### config.mk
export PLATFORM = sky130hd
export DESIGN_NAME = branch_predict_unit
export DESIGN_NICKNAME = d
export VERILOG_FILES = /design/src/rtl/branch_pkg.sv /design/src/rtl/branch_resolve.sv /design/src/rtl/branch_predict_unit.sv
export SDC_FILE = /design/constraint.sdc
export NUM_CORES = 1
export LEC_CHECK = 0
export ABC_CLOCK_PERIOD_IN_PS = 14500
export CORE_MARGIN = 4
export CORE_UTILIZATION = 37
export DETAILED_ROUTE_END_ITERATION = 16
export GPL_ROUTABILITY_DRIVEN = 1
export PLACE_DENSITY_LB_ADDON = 0.3
export SLEW_MARGIN = 10
export SYNTH_ARGS = -nofsm -noshare
export SYNTH_HDL_FRONTEND = slang
export SYNTH_SLANG_ARGS = --single-unit
### constraint.sdc
create_clock -name clk -period 14.5 [get_ports clk]
set_clock_uncertainty 0.2 [all_clocks]
set_input_delay 1.45 -clock clk [delete_from_list [all_inputs] [get_ports clk]]
set_output_delay 1.45 -clock clk [all_outputs]
set_load 0.01 [all_outputs]
### src/rtl/branch_pkg.sv
// branch_pkg: branch op / funct3 encodings and 2-bit predictor counter states
package branch_pkg;

    typedef enum logic [1:0] {
        OP_NONE = 2'b00,
        OP_COND = 2'b01,
        OP_JAL  = 2'b10,
        OP_JALR = 2'b11
    } branch_op_e;

    localparam logic [2:0] F3_BEQ  = 3'b000;
    localparam logic [2:0] F3_BNE  = 3'b001;
    localparam logic [2:0] F3_BLT  = 3'b100;
    localparam logic [2:0] F3_BGE  = 3'b101;
    localparam logic [2:0] F3_BLTU = 3'b110;
    localparam logic [2:0] F3_BGEU = 3'b111;

    localparam logic [1:0] CNT_SNT = 2'b00;
    localparam logic [1:0] CNT_WNT = 2'b01;
    localparam logic [1:0] CNT_WT  = 2'b10;
    localparam logic [1:0] CNT_ST  = 2'b11;

    function automatic logic [1:0] cnt_update(input logic [1:0] cnt, input logic taken);
        return taken ? ((cnt == CNT_ST) ? CNT_ST : cnt + 2'd1)
                     : ((cnt == CNT_SNT) ? CNT_SNT : cnt - 2'd1);
    endfunction

endpackage

### src/rtl/branch_resolve.sv
// branch_resolve: actual branch outcome, target and correct next PC
module branch_resolve
    import branch_pkg::*;
#(
    parameter int XLEN = 32
) (
    input  logic [XLEN-1:0] pc,
    input  logic [XLEN-1:0] imm,
    input  logic [XLEN-1:0] rs1,
    input  logic [1:0]      op,
    input  logic [2:0]      funct3,
    input  logic            z,
    input  logic            s,
    input  logic            c,
    output logic            taken,
    output logic [XLEN-1:0] target,
    output logic [XLEN-1:0] next_pc
);

    logic cond_taken;

    always_comb begin
        cond_taken = (funct3 == F3_BEQ)  ? z  :
                     (funct3 == F3_BNE)  ? !z :
                     (funct3 == F3_BLT)  ? s  :
                     (funct3 == F3_BGE)  ? !s :
                     (funct3 == F3_BLTU) ? c  : !c;
        taken   = (op == OP_COND) ? cond_taken : (op != OP_NONE);
        target  = (op == OP_JALR) ? ((rs1 + imm) & {{(XLEN-1){1'b1}}, 1'b0}) : pc + imm;
        next_pc = taken ? target : pc + XLEN'(4);
    end

endmodule

### src/rtl/branch_predict_unit.sv
// branch_predict_unit: fetch PC register, direct-mapped BTB predictor and mispredict redirect
module branch_predict_unit
    import branch_pkg::*;
#(
    parameter int              XLEN         = 32,
    parameter int              BTB_ENTRIES  = 16,
    parameter logic [XLEN-1:0] RESET_VECTOR = '0,
    parameter int              CNT_WIDTH    = 16
) (
    input  logic                 clk,
    input  logic                 reset_n,
    input  logic                 stall,
    output logic [XLEN-1:0]      fetch_pc,
    output logic                 pred_taken,
    output logic [XLEN-1:0]      pred_target,
    input  logic                 res_valid,
    input  logic [XLEN-1:0]      res_pc,
    input  logic [XLEN-1:0]      res_imm,
    input  logic [XLEN-1:0]      res_rs1,
    input  logic [1:0]           res_branch_op,
    input  logic [2:0]           res_branch_type,
    input  logic                 res_z,
    input  logic                 res_s,
    input  logic                 res_c,
    input  logic                 res_pred_taken,
    input  logic [XLEN-1:0]      res_pred_target,
    output logic                 redirect,
    output logic [XLEN-1:0]      redirect_pc,
    output logic [CNT_WIDTH-1:0] branch_count,
    output logic [CNT_WIDTH-1:0] mispredict_count
);

    localparam int IDX_W = $clog2(BTB_ENTRIES);
    localparam int TAG_W = XLEN - IDX_W - 2;

    logic            res_taken;
    logic [XLEN-1:0] res_target;
    logic [XLEN-1:0] res_next_pc;

    branch_resolve #(.XLEN(XLEN)) u_resolve (
        .pc      (res_pc),
        .imm     (res_imm),
        .rs1     (res_rs1),
        .op      (res_branch_op),
        .funct3  (res_branch_type),
        .z       (res_z),
        .s       (res_s),
        .c       (res_c),
        .taken   (res_taken),
        .target  (res_target),
        .next_pc (res_next_pc)
    );

    logic             btb_valid  [BTB_ENTRIES];
    logic [TAG_W-1:0] btb_tag    [BTB_ENTRIES];
    logic [XLEN-1:0]  btb_target [BTB_ENTRIES];
    logic [1:0]       btb_cnt    [BTB_ENTRIES];

    logic [IDX_W-1:0] f_idx, r_idx;
    logic [TAG_W-1:0] f_tag, r_tag;
    logic             f_hit, r_hit, res_branch, btb_write;
    logic [XLEN-1:0]  next_fetch_pc;

    // Lookup reads the array registers directly, so a same-cycle update is not yet visible.
    always_comb begin
        f_idx         = fetch_pc[IDX_W+1:2];
        f_tag         = fetch_pc[XLEN-1:IDX_W+2];
        f_hit         = btb_valid[f_idx] && (btb_tag[f_idx] == f_tag);
        pred_taken    = f_hit && btb_cnt[f_idx][1];
        pred_target   = f_hit ? btb_target[f_idx] : fetch_pc + XLEN'(4);
        r_idx         = res_pc[IDX_W+1:2];
        r_tag         = res_pc[XLEN-1:IDX_W+2];
        r_hit         = btb_valid[r_idx] && (btb_tag[r_idx] == r_tag);
        res_branch    = res_valid && (res_branch_op != OP_NONE);
        btb_write     = res_branch && (res_taken || r_hit);
        redirect      = res_valid && ((res_branch_op == OP_NONE) ? res_pred_taken :
                        (res_taken != res_pred_taken) || (res_taken && (res_target != res_pred_target)));
        redirect_pc   = res_next_pc;
        next_fetch_pc = redirect ? redirect_pc : stall ? fetch_pc :
                        pred_taken ? pred_target : fetch_pc + XLEN'(4);
    end

    always_ff @(posedge clk) begin
        if (!reset_n) begin
            fetch_pc         <= RESET_VECTOR;
            branch_count     <= '0;
            mispredict_count <= '0;
            for (int i = 0; i < BTB_ENTRIES; i++) begin
                btb_valid[i] <= 1'b0;
                btb_cnt[i]   <= CNT_SNT;
            end
        end else begin
            fetch_pc <= next_fetch_pc;
            if (res_branch && !(&branch_count))
                branch_count <= branch_count + CNT_WIDTH'(1);
            if (redirect && !(&mispredict_count))
                mispredict_count <= mispredict_count + CNT_WIDTH'(1);
            if (btb_write) begin
                btb_valid[r_idx] <= 1'b1;
                btb_cnt[r_idx]   <= r_hit ? cnt_update(btb_cnt[r_idx], res_taken) : CNT_WT;
            end
        end
    end

    // Tag and target are qualified by valid, so they need no reset.
    always_ff @(posedge clk) begin
        if (reset_n && btb_write && res_taken) begin
            btb_tag[r_idx]    <= r_tag;
            btb_target[r_idx] <= res_target;
        end
    end

endmodule

---- Yosys cells after proc, flatten, opt, wreduce, memory -nomap -nowiden ----
Memories as Yosys holds them, arrays and structs flattened. A register that Yosys moved wholly into a read port is not among the register bits.
Cells that the tools add are included.
Widths: inputs -> output; s select.
word-level totals
  word-level logic and storage cells ...... 90
  bits of input ports ..................... 141
  output and inout port bits .............. 130
  memories kept ........................... 4
  memory bits (writable) .................. 976
  register bits after elaboration ......... 64
operators by class
  $add $sub $neg .......................... 8
  eq/ne operators ......................... 12
  mux-type cells .......................... 37
  reduce and logical (&&, ||, !) cells .... 26
memory list
  name        words  width  rd ports  clocked after memory_dff  wr ports  line                       RTL
  btb_target  16     32     1         1                         1         branch_predict_unit.sv:56  logic [XLEN-1:0] btb_target [BTB_ENTRIES];
  btb_tag     16     26     2         1                         1         branch_predict_unit.sv:55  logic [TAG_W-1:0] btb_tag [BTB_ENTRIES];
  btb_cnt     16     2      2         1                         16        branch_predict_unit.sv:57  logic [1:0] btb_cnt [BTB_ENTRIES];
  btb_valid   16     1      2         1                         16        branch_predict_unit.sv:54  logic btb_valid [BTB_ENTRIES];
operators by type and width
  cell                   number
  $mux 32                6
  $add 32x3->32 const B  2
  $add 32x32->32         2
  $eq 26x26->1           2
  $mux 4                 10
  $add 16x1->16 const B  2
  $ne 32x32->1           1
  $reduce_and 16->1      2
  $mux 1                 16
  $logic_and 1x1->1      11
  $mux 2                 5
  $eq 3x3->1 const B     3
  $logic_not 1->1        5
  $eq 2x2->1 const B     2
  $logic_not 2->1        2
  $eq 3x1->1 const B     1
  $logic_not 3->1        1
  $add 2x1->2 const B    1
  $eq 2x1->1 const B     1
  $logic_or 1x1->1       2
  $ne 2x1->1 const B     1
  $reduce_bool 2->1      1
  $reduce_or 2->1        1
  $sub 2x1->2 const B    1
  2 further kinds        2

---- Depth between registers and ports, before layout ----
Gate-level depths: netlist of run 1.
  depth after elaboration ................. 14
  gate-level depth with buffers ........... 20
  depth with buffers taken out ............ 15

---- Hierarchy ----
Synthesis of run 1 repeated with hierarchy kept, for this count alone.
unflattened totals
  cell total of the unflattened synthesis .. 3356
  area total of the unflattened synthesis .. 51772.2 sq um
by module, submodules not included
  module               area an instance (sq um)  sequential area each (sq um)  cells an instance  times used
  branch_predict_unit  46602.2                   30509.3                       2599               1
  branch_resolve       5170.0                    0.0                           757                1

---- Worst setup path before layout of run 1 ----
No wires, ideal clock.
  kind .................................... input to register
  start point ............................. input port res_pc[2]
  end point ............................... memory btb_tag[4][0] in the netlist's numbering (enable)
  arrival ................................. 7163 ps
  stages .................................. 13
  required time ........................... 13826 ps
  setup slack ............................. 6662 ps
  cell sequence ........................... clkbuf_1 -> buf_1 -> mux4_2 -> mux4_2 -> xnor2_1 -> nand4_1 -> nor4_1 -> nand4_1 -> a211oi_1 -> and2_1 -> clkbuf_1 -> nand2_1 -> nor2_1
on the way
  longest elaborated chain between the ends .. 9
RTL lines
  element                          line                        RTL
  start, declared                  branch_predict_unit.sv:17   input logic [XLEN-1:0] res_pc,
  $mem_v2 16x26                    -
  $eq 26x26->1                     branch_predict_unit.sv:73   r_hit = btb_valid[r_idx] && (btb_tag[r_idx] == r_tag);
  $logic_and 1x1->1                branch_predict_unit.sv:73
  $logic_or 1x1->1                 branch_predict_unit.sv:75   btb_write = res_branch && (res_taken || r_hit);
  $logic_and 1x1->1                branch_predict_unit.sv:75
  $logic_and 1x1->1 (2 in series)  branch_predict_unit.sv:107  if (reset_n && btb_write && res_taken) begin
  $mux 1                           branch_predict_unit.sv:107
  $mux 1 (implied by the code)     branch_predict_unit.sv:108  btb_tag[r_idx] <= r_tag;
  end, declared                    branch_predict_unit.sv:55
Parallel ways exist; a longest one is shown, timed or not.

---- Worst setup path after layout of run 1 ----
  start point ............................. input port res_pc[7]
  end point ............................... output port redirect
on the way
  longest elaborated chain between the ends .. 7
RTL lines
  element            line                       RTL
  $add 32x32->32     branch_resolve.sv:29       target = (op == OP_JALR) ? ((rs1 + imm) & {{(XLEN-1){1'b1}}, 1'b0}) : pc + imm;
  $mux 32            branch_resolve.sv:29
  $ne 32x32->1       branch_predict_unit.sv:77  (res_taken != res_pred_taken) || (res_taken && (res_target != res_pred_target)));
  $logic_and 1x1->1  branch_predict_unit.sv:77
  $logic_or 1x1->1   branch_predict_unit.sv:77
  $mux 1             branch_predict_unit.sv:76  redirect = res_valid && ((res_branch_op == OP_NONE) ? res_pred_taken :
  $logic_and 1x1->1  branch_predict_unit.sv:76
  end, declared      branch_predict_unit.sv:27  output logic redirect,
Every way passes these cells.

==> impl_results.md, run 1 <==
* Reg2reg setup slack at between 7000 and 8000 ps
* Area grow syn2layout at 16.71%
* First-pass GRT wire length at 252.3 mm
* Worst slew pin tran at 1264 ps
* Status: completed
* Syn Std Cell Area at 0.05197 mm^2
* Mean post-synth cell area at 15.55 um^2
* Max Buffers Root-to-Sink at 3
* GRT Overall Usage at 0.2411
* R2R depth at 13
* Crit end category: primary output
* Share of layout cells above drive strength 1 at 0.2174
* Cells after Synth at 3342
* Area after DPL at 0.05697 mm^2
* Clk sinks at 1044
* DRT antenna net count at 0
* Mapped Nets at 3553
* Prevailing post-synth register cell: edfxtp_1
* Pre-CTS setup slack at 5073 ps
* Largest net degree at the start of global routing at about 110
* Post-synth EDFFs at 960
* Slew Limit Fails at 0
* Vias/cell at just over 6
* WP data arrival at just under 8000 ps
* Crit start category: primary input
* Top-count cell post-synth: edfxtp_1
* Total Nets Final at 3811
* Die H at 382.8 um
* Remaining DRCs at 0
* Hold Crit Depth at 2
* R2R Path End: fetch_pc[1]
* Leakage Power at between 15 and 20 nW
* Grt total ovfl at 0
* Post-synthesis cell type count at 103
* Vias in the first global route at 33310
* Die Area at ~0.15 mm^2
* Synth cell count leaders: edfxtp_1 (960), mux4_2 (433), nand2_1 (258), nor2_1 (182), a21oi_1 (147)
* Sequential share of the synthesized area at 0.5870
* Post-CTS sizing at 0
* Row count at 137
* Die W at 382.8 um
* Core area at 0.1395 mm^2
* CTS clock-pin slew for the worst setup and hold paths at about 70 ps
* Final setup margin at 5029 ps
* Worst Path Required at around 13000 ps
* Total power at roughly 7.7 mW
* Area contributors post-synth: edfxtp_1 (55%), mux4_2 (19%), dfxtp_1 (3.2%)
* Maxcap violations at 0
* CTS Buf Count at ~110
* 1st-iter DRT viols at ~4400
* Worst Setup Path Type: in -> out
* Top cell type's share of synthesized area at 0.5547
* RSZ-0062 raised after global routing: no
* Register Area at 0.03052 mm^2
* TNS Setup at 0 ps
* Multi-input logic area at 0.02046 mm^2
* Setup violations, final at 0
* Post-CTS Setup Bufs at 0
* CTS Hold Bufs at 0
* Routed via count at between 30000 and 40000
* Fmax at 105.6 MHz
* Number of port buffers at between 200 and 300
* Crit path to: redirect
* Register bit count reported by yosys at 1044
* Htree depth at 3
* Crit-path max FO at 34
* Fill count at approximately 12000
* Fraction of registers with async set/reset at 0
* Root Driver: clkbuf_16
* Hold crit path type: reg -> reg
* Peak supply drop at 0.09642 mV
* Yosys Warn Count at 0
* Initial antenna violation count at 11
* Final RePlAce weighted congestion at 0.9731
* Final Cycle Share at 0.6532
* Initial Util at 0.3725
* Clock latency on the worst-skew pair at 770 ps
* Ports at roughly 270
* Final wirelength at about 180 mm
* Crit path time final at between 9000 and 10000 ps
* DP HPWL at 119.2 mm
* Power Dens Cells at ~130 mW/mm^2
* Crit path from: res_pc[7]
* Total iterations of the first detailed-routing run at 6
* Per-cell routed wire length at 32.16 um
* Max transition margin at 0.1332
* TritonCTS clock tree: yes
* Fin area at 0.06066 mm^2
* Post-synth top area cell: edfxtp_1
* Hold Fails Final Rpt at 0
through the flow:
| step | instances | util | hold WS, ps |
|---|---|---|---|
| after CTS | 5570 | 0.4347 | 258.2 |
| after global routing | 5570 | 0.4347 | 278.9 |
| after detailed placement | 5367 | 0.4083 | 247.8 |
| after global placement | 5367 | 0.4083 | 240.0 |
| after floorplan | 3342 | - | 229.1 |
| final | 5572 | 0.4347 | 258.0 |
cell families (layout without fill, tap and decap cells):
family,count (synthesis),in the layout,synth area share
and+or+nand+nor,772,772,0.07210
adders and majority gates,72,72,0.01753
buffers and inverters,263,615,0.02222
other,0,2,0
muxes,552,552,0.2116
DFF,1044,1044,0.5870
AOI/OAI and AO/OA,448,448,0.05631
xor gates and xnor gates,191,191,0.03327
how the worst min path moves through the flow:
| stage | start | to |
|---|---|---|
| 6_report | btb_valid[12] | btb_valid[12] |
| 5_1_grt | btb_valid[1] | btb_valid[1] |
| 4_1_cts | btb_valid[11] | btb_valid[11] |
| 3_5_place_dp | btb_valid[11] | btb_valid[11] |
| 3_3_place_gp | btb_valid[0] | btb_valid[0] |
| 2_1_floorplan | btb_valid[10] | btb_valid[10] |
worst max-delay path, stage by stage:
cell and delay [ps]:
clkdlybuf4s50_1 460, buf_4 370, ha_1 350, nand2_1 140, a2111oi_2 640, o2111ai_1 310, nand2_1 220, mux2i_1 410
o221ai_1 320, nor4_1 580, nand4_1 280, a2111o_1 490, or4_4 710, nand2_4 160, inv_4 240, clkdlybuf4s50_1 590
report_power, final:
part           internal, mW  switching [mW]  total [mW]  leakage [nW]
registers              3.40          0.0621        3.46          9.34
logic                 0.558           0.842        1.40          8.53
clock network          1.64            1.23        2.87          1.78
total                  5.60            2.14        7.74          19.7
layer usage:
metal  vias to the layer above  track usage  routed length [um]
li1                      13990            -                   -
met1                     17570       0.3439               73640
met2                      1913       0.3778               82470
met3                       268      0.04652               17560
met4                         0      0.06966                5496
met5                         -            0                   0
registers in the layout, summed over array words and instances (netlist names), named ones only:
signal	cells
branch_count	16
btb_cnt	32
fetch_pc	32
btb_valid	16
btb_tag	416
btb_target	512
mispredict_count	16
cell type report:
class,instances,area share
multi-input combinational,2035,0.3373
antenna,2,0.00008250
sequential,1044,0.5031
clock inverter,77,0.01462
clock buffer,126,0.04600
tap,1876,0.03869
timing repair buffer,369,0.05740
inverter,43,0.002743
cell usage in the layout, fill, tap and decap left out, types with 19 or more instances in the layout:
cell,count
mux4_2,433
clkinv_1,24
xor2_1,76
mux2i_1,76
nor3_1,32
o221ai_1,25
mux2_2,37
xnor2_1,111
buf_4,98
o21ai_0,66
nand2_1,257
a211oi_1,21
ha_1,68
a21o_1,19
o21a_1,21
and2_1,19
nand3_1,61
a21oi_1,145
nor2_1,165
a31oi_1,26
clkinv_2,25
clkbuf_16,108
nand4_1,57
dfxtp_1,81
inv_1,39
edfxtp_1,960
and3_1,51
clkdlybuf4s50_1,264
(Power assumes the default switching activity.)
==> run 2, diff against run 1 <==
--- a/config.mk
+++ b/config.mk
@@ -5,7 +5,7 @@
 export SDC_FILE = /design/constraint.sdc
 export NUM_CORES = 1
 export LEC_CHECK = 0
-export ABC_CLOCK_PERIOD_IN_PS = 14500
+export ABC_CLOCK_PERIOD_IN_PS = 8800
 export CORE_MARGIN = 4
 export CORE_UTILIZATION = 37
 export DETAILED_ROUTE_END_ITERATION = 16
==> constraint.sdc (replaced) <==
create_clock -name clk -period 8.8 [get_ports clk]
set_clock_uncertainty 0.2 [all_clocks]
set_input_delay 0.88 -clock clk [delete_from_list [all_inputs] [get_ports clk]]
set_output_delay 0.88 -clock clk [all_outputs]
set_load 0.01 [all_outputs]
==> run 2 against run 1 <==
  * Worst hold slack better by 0.96 ps
  * Combinational power is 66% higher
  * Via count about the same
  * Wire length rose by 1.1%
  * Non-clock buffer count up 27
  * Sequential share of layout area down 0.13 points
  * Setup slack got worse by 4300 ps
  * Die area is the same
  * Cell area is 0.26% higher
  * Critical endpoint unchanged
  * Register-to-register slack worse by 5100 ps
==> impl_results.md, run 2 (synthesized netlist as in run 1, its figures left out) <==
* Status: completed (unchanged)
* Number of port buffers at 270 (unchanged)
* GRT Overall Usage at 0.2430 (was 0.2411)
* Top delay family on crit path: compound AO/OA/AOI/OAI gates (was simple AND/OR/NAND/NOR gates)
* Area grow syn2layout at 17.02% (was 16.71%)
* Core area at 0.1395 mm^2 (unchanged)
* Crit-path max FO at 34 (unchanged)
* Slowest stage cell, crit path: clkdlybuf4s50_1 (was or4_4)
* CTS Buf Count at 108 (was 107)
* CTS Hold Bufs at 0 (unchanged)
* Combinational Power Share at 0.187 (was 0.181)
* 1st-iter DRT viols at 4165 (was 4414)
* Max Buffers Root-to-Sink at 3 (unchanged)
* Hold Crit Depth at 2 (unchanged)
* Maxcap violations at 0 (unchanged)
* Final wirelength at 181.1 mm (was 179.2 mm)
* Leakage Power at 19.74 nW (was 19.66 nW)
* Util after Layout at 0.4359 (was 0.4347)
* Clk sinks at 1044 (unchanged)
* Biggest regs: btb_target: 512 flops, btb_tag: 416 flops (unchanged)
* TNS Setup at 0 ps (unchanged)
* Crit end category: primary output (unchanged)
* Sequential share of power at 0.458 (was 0.448)
* Per-cell routed wire length at 32.35 um (was 32.16 um)
* Worst Path Buf+Inv at 3 (was 4)
* Routed via count at 33770 (was 33750)
* Die H at 382.8 um (unchanged)
* Post-CTS Setup Bufs at 0 (unchanged)
* Die W at 382.8 um (unchanged)
* Pint at 8.952 mW (was 5.598 mW)
* Largest register FFs at 512 (unchanged)
* Share of layout cells above drive strength 1 at 0.2201 (was 0.2174)
* Root Driver: clkbuf_16 (unchanged)
* DP HPWL at 123.3 mm (was 119.2 mm)
* Crit start category: primary input (unchanged)
* Setup violations, final at 0 (unchanged)
* Vias in the first global route at 33080 (was 33310)
* Largest net degree at the start of global routing at 76 (was 105)
* Worst path max stage delay at 730 ps (was 710 ps)
* TritonCTS clock tree: yes (unchanged)
* Worst-path cell chain: clkdlybuf4s50_1 -> ha_1 -> a21oi_1 -> o21ai_0 -> nor3_2 -> a211oi_1 -> a31o_2 -> a211oi_1 -> nor2_1 -> o2111ai_1 -> or4_4 -> nand2_4 -> inv_4 -> clkdlybuf4s50_1 (was clkdlybuf4s50_1 -> buf_4 -> ha_1 -> nand2_1 -> a2111oi_2 -> o2111ai_1 -> nand2_1 -> mux2i_1 -> o221ai_1 -> nor4_1 -> nand4_1 -> a2111o_1 -> or4_4 -> nand2_4 -> inv_4 -> clkdlybuf4s50_1)
* Vias/cell at 6.032 (was 6.056)
* Final RePlAce weighted congestion at 0.9753 (was 0.9731)
* Switching power at 3.502 mW (was 2.138 mW)
* Cells after DPL at 5394 (was 5367)
* Power Dens Cells at 204.8 mW/mm^2 (was 127.5 mW/mm^2)
* Hold crit path type: reg -> reg (unchanged)
* Most common cell after layout, fill and taps aside: edfxtp_1 (unchanged)
* WP data arrival at 6970 ps (was 7820 ps)
* Fmax at 124.3 MHz
* Row count at 137 (unchanged)
* First-pass GRT wire length at 253.0 mm (was 252.3 mm)
* Slew Limit Fails at 0 (unchanged)
* R2R depth at 10 (was 13)
* Initial Util at 0.3725 (unchanged)
* Grt total ovfl at 0 (unchanged)
* Clock power frac at 0.355 (was 0.371)
* Die Area at 0.1465 mm^2 (unchanged)
* Highest-count cells in the layout ignoring fill and taps: edfxtp_1 (960), mux4_2 (433), clkdlybuf4s50_1 (264) (unchanged)
* Total iterations of the first detailed-routing run at 6 (unchanged)
* Total Nets Final at 3839 (was 3811)
* Clock latency on the worst-skew pair at 770 ps (about the same)
* Worst Setup Path Type: in -> out (unchanged)
* Post-route insts no fill at 5598 (was 5572)
* Hold Fails Final Rpt at 0 (unchanged)
* CTS clock-pin slew for the worst setup and hold paths at 60 ps (was 70 ps)
* Post-CTS sizing at 0 (unchanged)
* Worst Path Required at 7720 ps (was 12850 ps)
* Ports at 271 (unchanged)
* RSZ-0062 raised after global routing: no (unchanged)
* WP depth at 14 (was 16)
* Final Cycle Share at 0.9145
* DRT antenna net count at 0 (unchanged)
* Crit path time final at 8047 ps
* Remaining DRCs at 0 (unchanged)
* Max transition margin at 0.1221 (was 0.1332)
* Reg with most FFs: btb_target (unchanged)
* Htree depth at 3 (unchanged)
* Worst slew pin tran at 1303 ps (was 1264 ps)
* Sw frac at 0.2812 (was 0.2764)
* Peak supply drop at 0.1639 mV (was 0.09642 mV)
* Initial antenna violation count at 7 (was 11)
## run 2: final timing paths
path | start | end | slack, ps
worst min-delay path | btb_valid[7] | btb_valid[7] | 260
worst min register to register | btb_valid[7] | btb_valid[7] | 260
worst max register to register | btb_tag[15][0] | btb_tag[0][4] | 2680
worst max-delay path | res_pc[11] | redirect | 750
## run 2: layout make-up
| type | instances | area [um^2] |
|---|---|---|
| Fill cell | 12330 | 78710 |
| Sequential cell | 1044 | 30520 |
| Multi-Input combinational cell | 2035 | 20460 |
| Timing Repair Buffer | 396 | 3910 |
| Clock buffer | 137 | 2873 |
| Tap cell | 1876 | 2347 |
| Clock inverter | 66 | 541.8 |
| Inverter | 43 | 166.4 |
| Antenna cell | 1 | 2.502 |
## run 2: power groups by stage
stage	Sequential (mW)	Clock (mW)	Combinational [mW]
6_report	5.70	4.42	2.33
3_5_place_dp	5.81	0	2.31
2_1_floorplan	5.75	0	1.35
5_1_grt	5.71	4.70	2.44
3_3_place_gp	5.81	0	2.31
4_1_cts	5.70	4.47	2.31
## run 2: per-stage QoR
stage	hold slack (ps)	cell area, um^2	worst slack, ps	power [mW]
after global routing	270.3	60820	508.9	12.85
after detailed placement	247.6	57400	746.4	8.113
final	259.0	60820	752.5	12.45
after floorplan	229.1	51970	1532	7.099
after global placement	239.0	57400	789.3	8.115
after CTS	257.4	60820	742.9	12.49
## run 2: worst reg2reg max path: cells and delay by family, from the launching register on
kind	cells	cell delay, ps
buffers and inverters	1	290
XOR/XNOR	1	290
multiplexers	2	1010
flip-flops	1	400
AND/OR/NAND/NOR	5	3030
AO/OA/AOI/OAI	1	560
## run 2: layer usage
layer	track usage	vias up	wire length (um)
li1	-	14070	-
met1	0.3358	17560	73880
met2	0.3852	1871	83820
met3	0.05638	265	17680
met4	0.07122	2	5690
met5	0	-	13
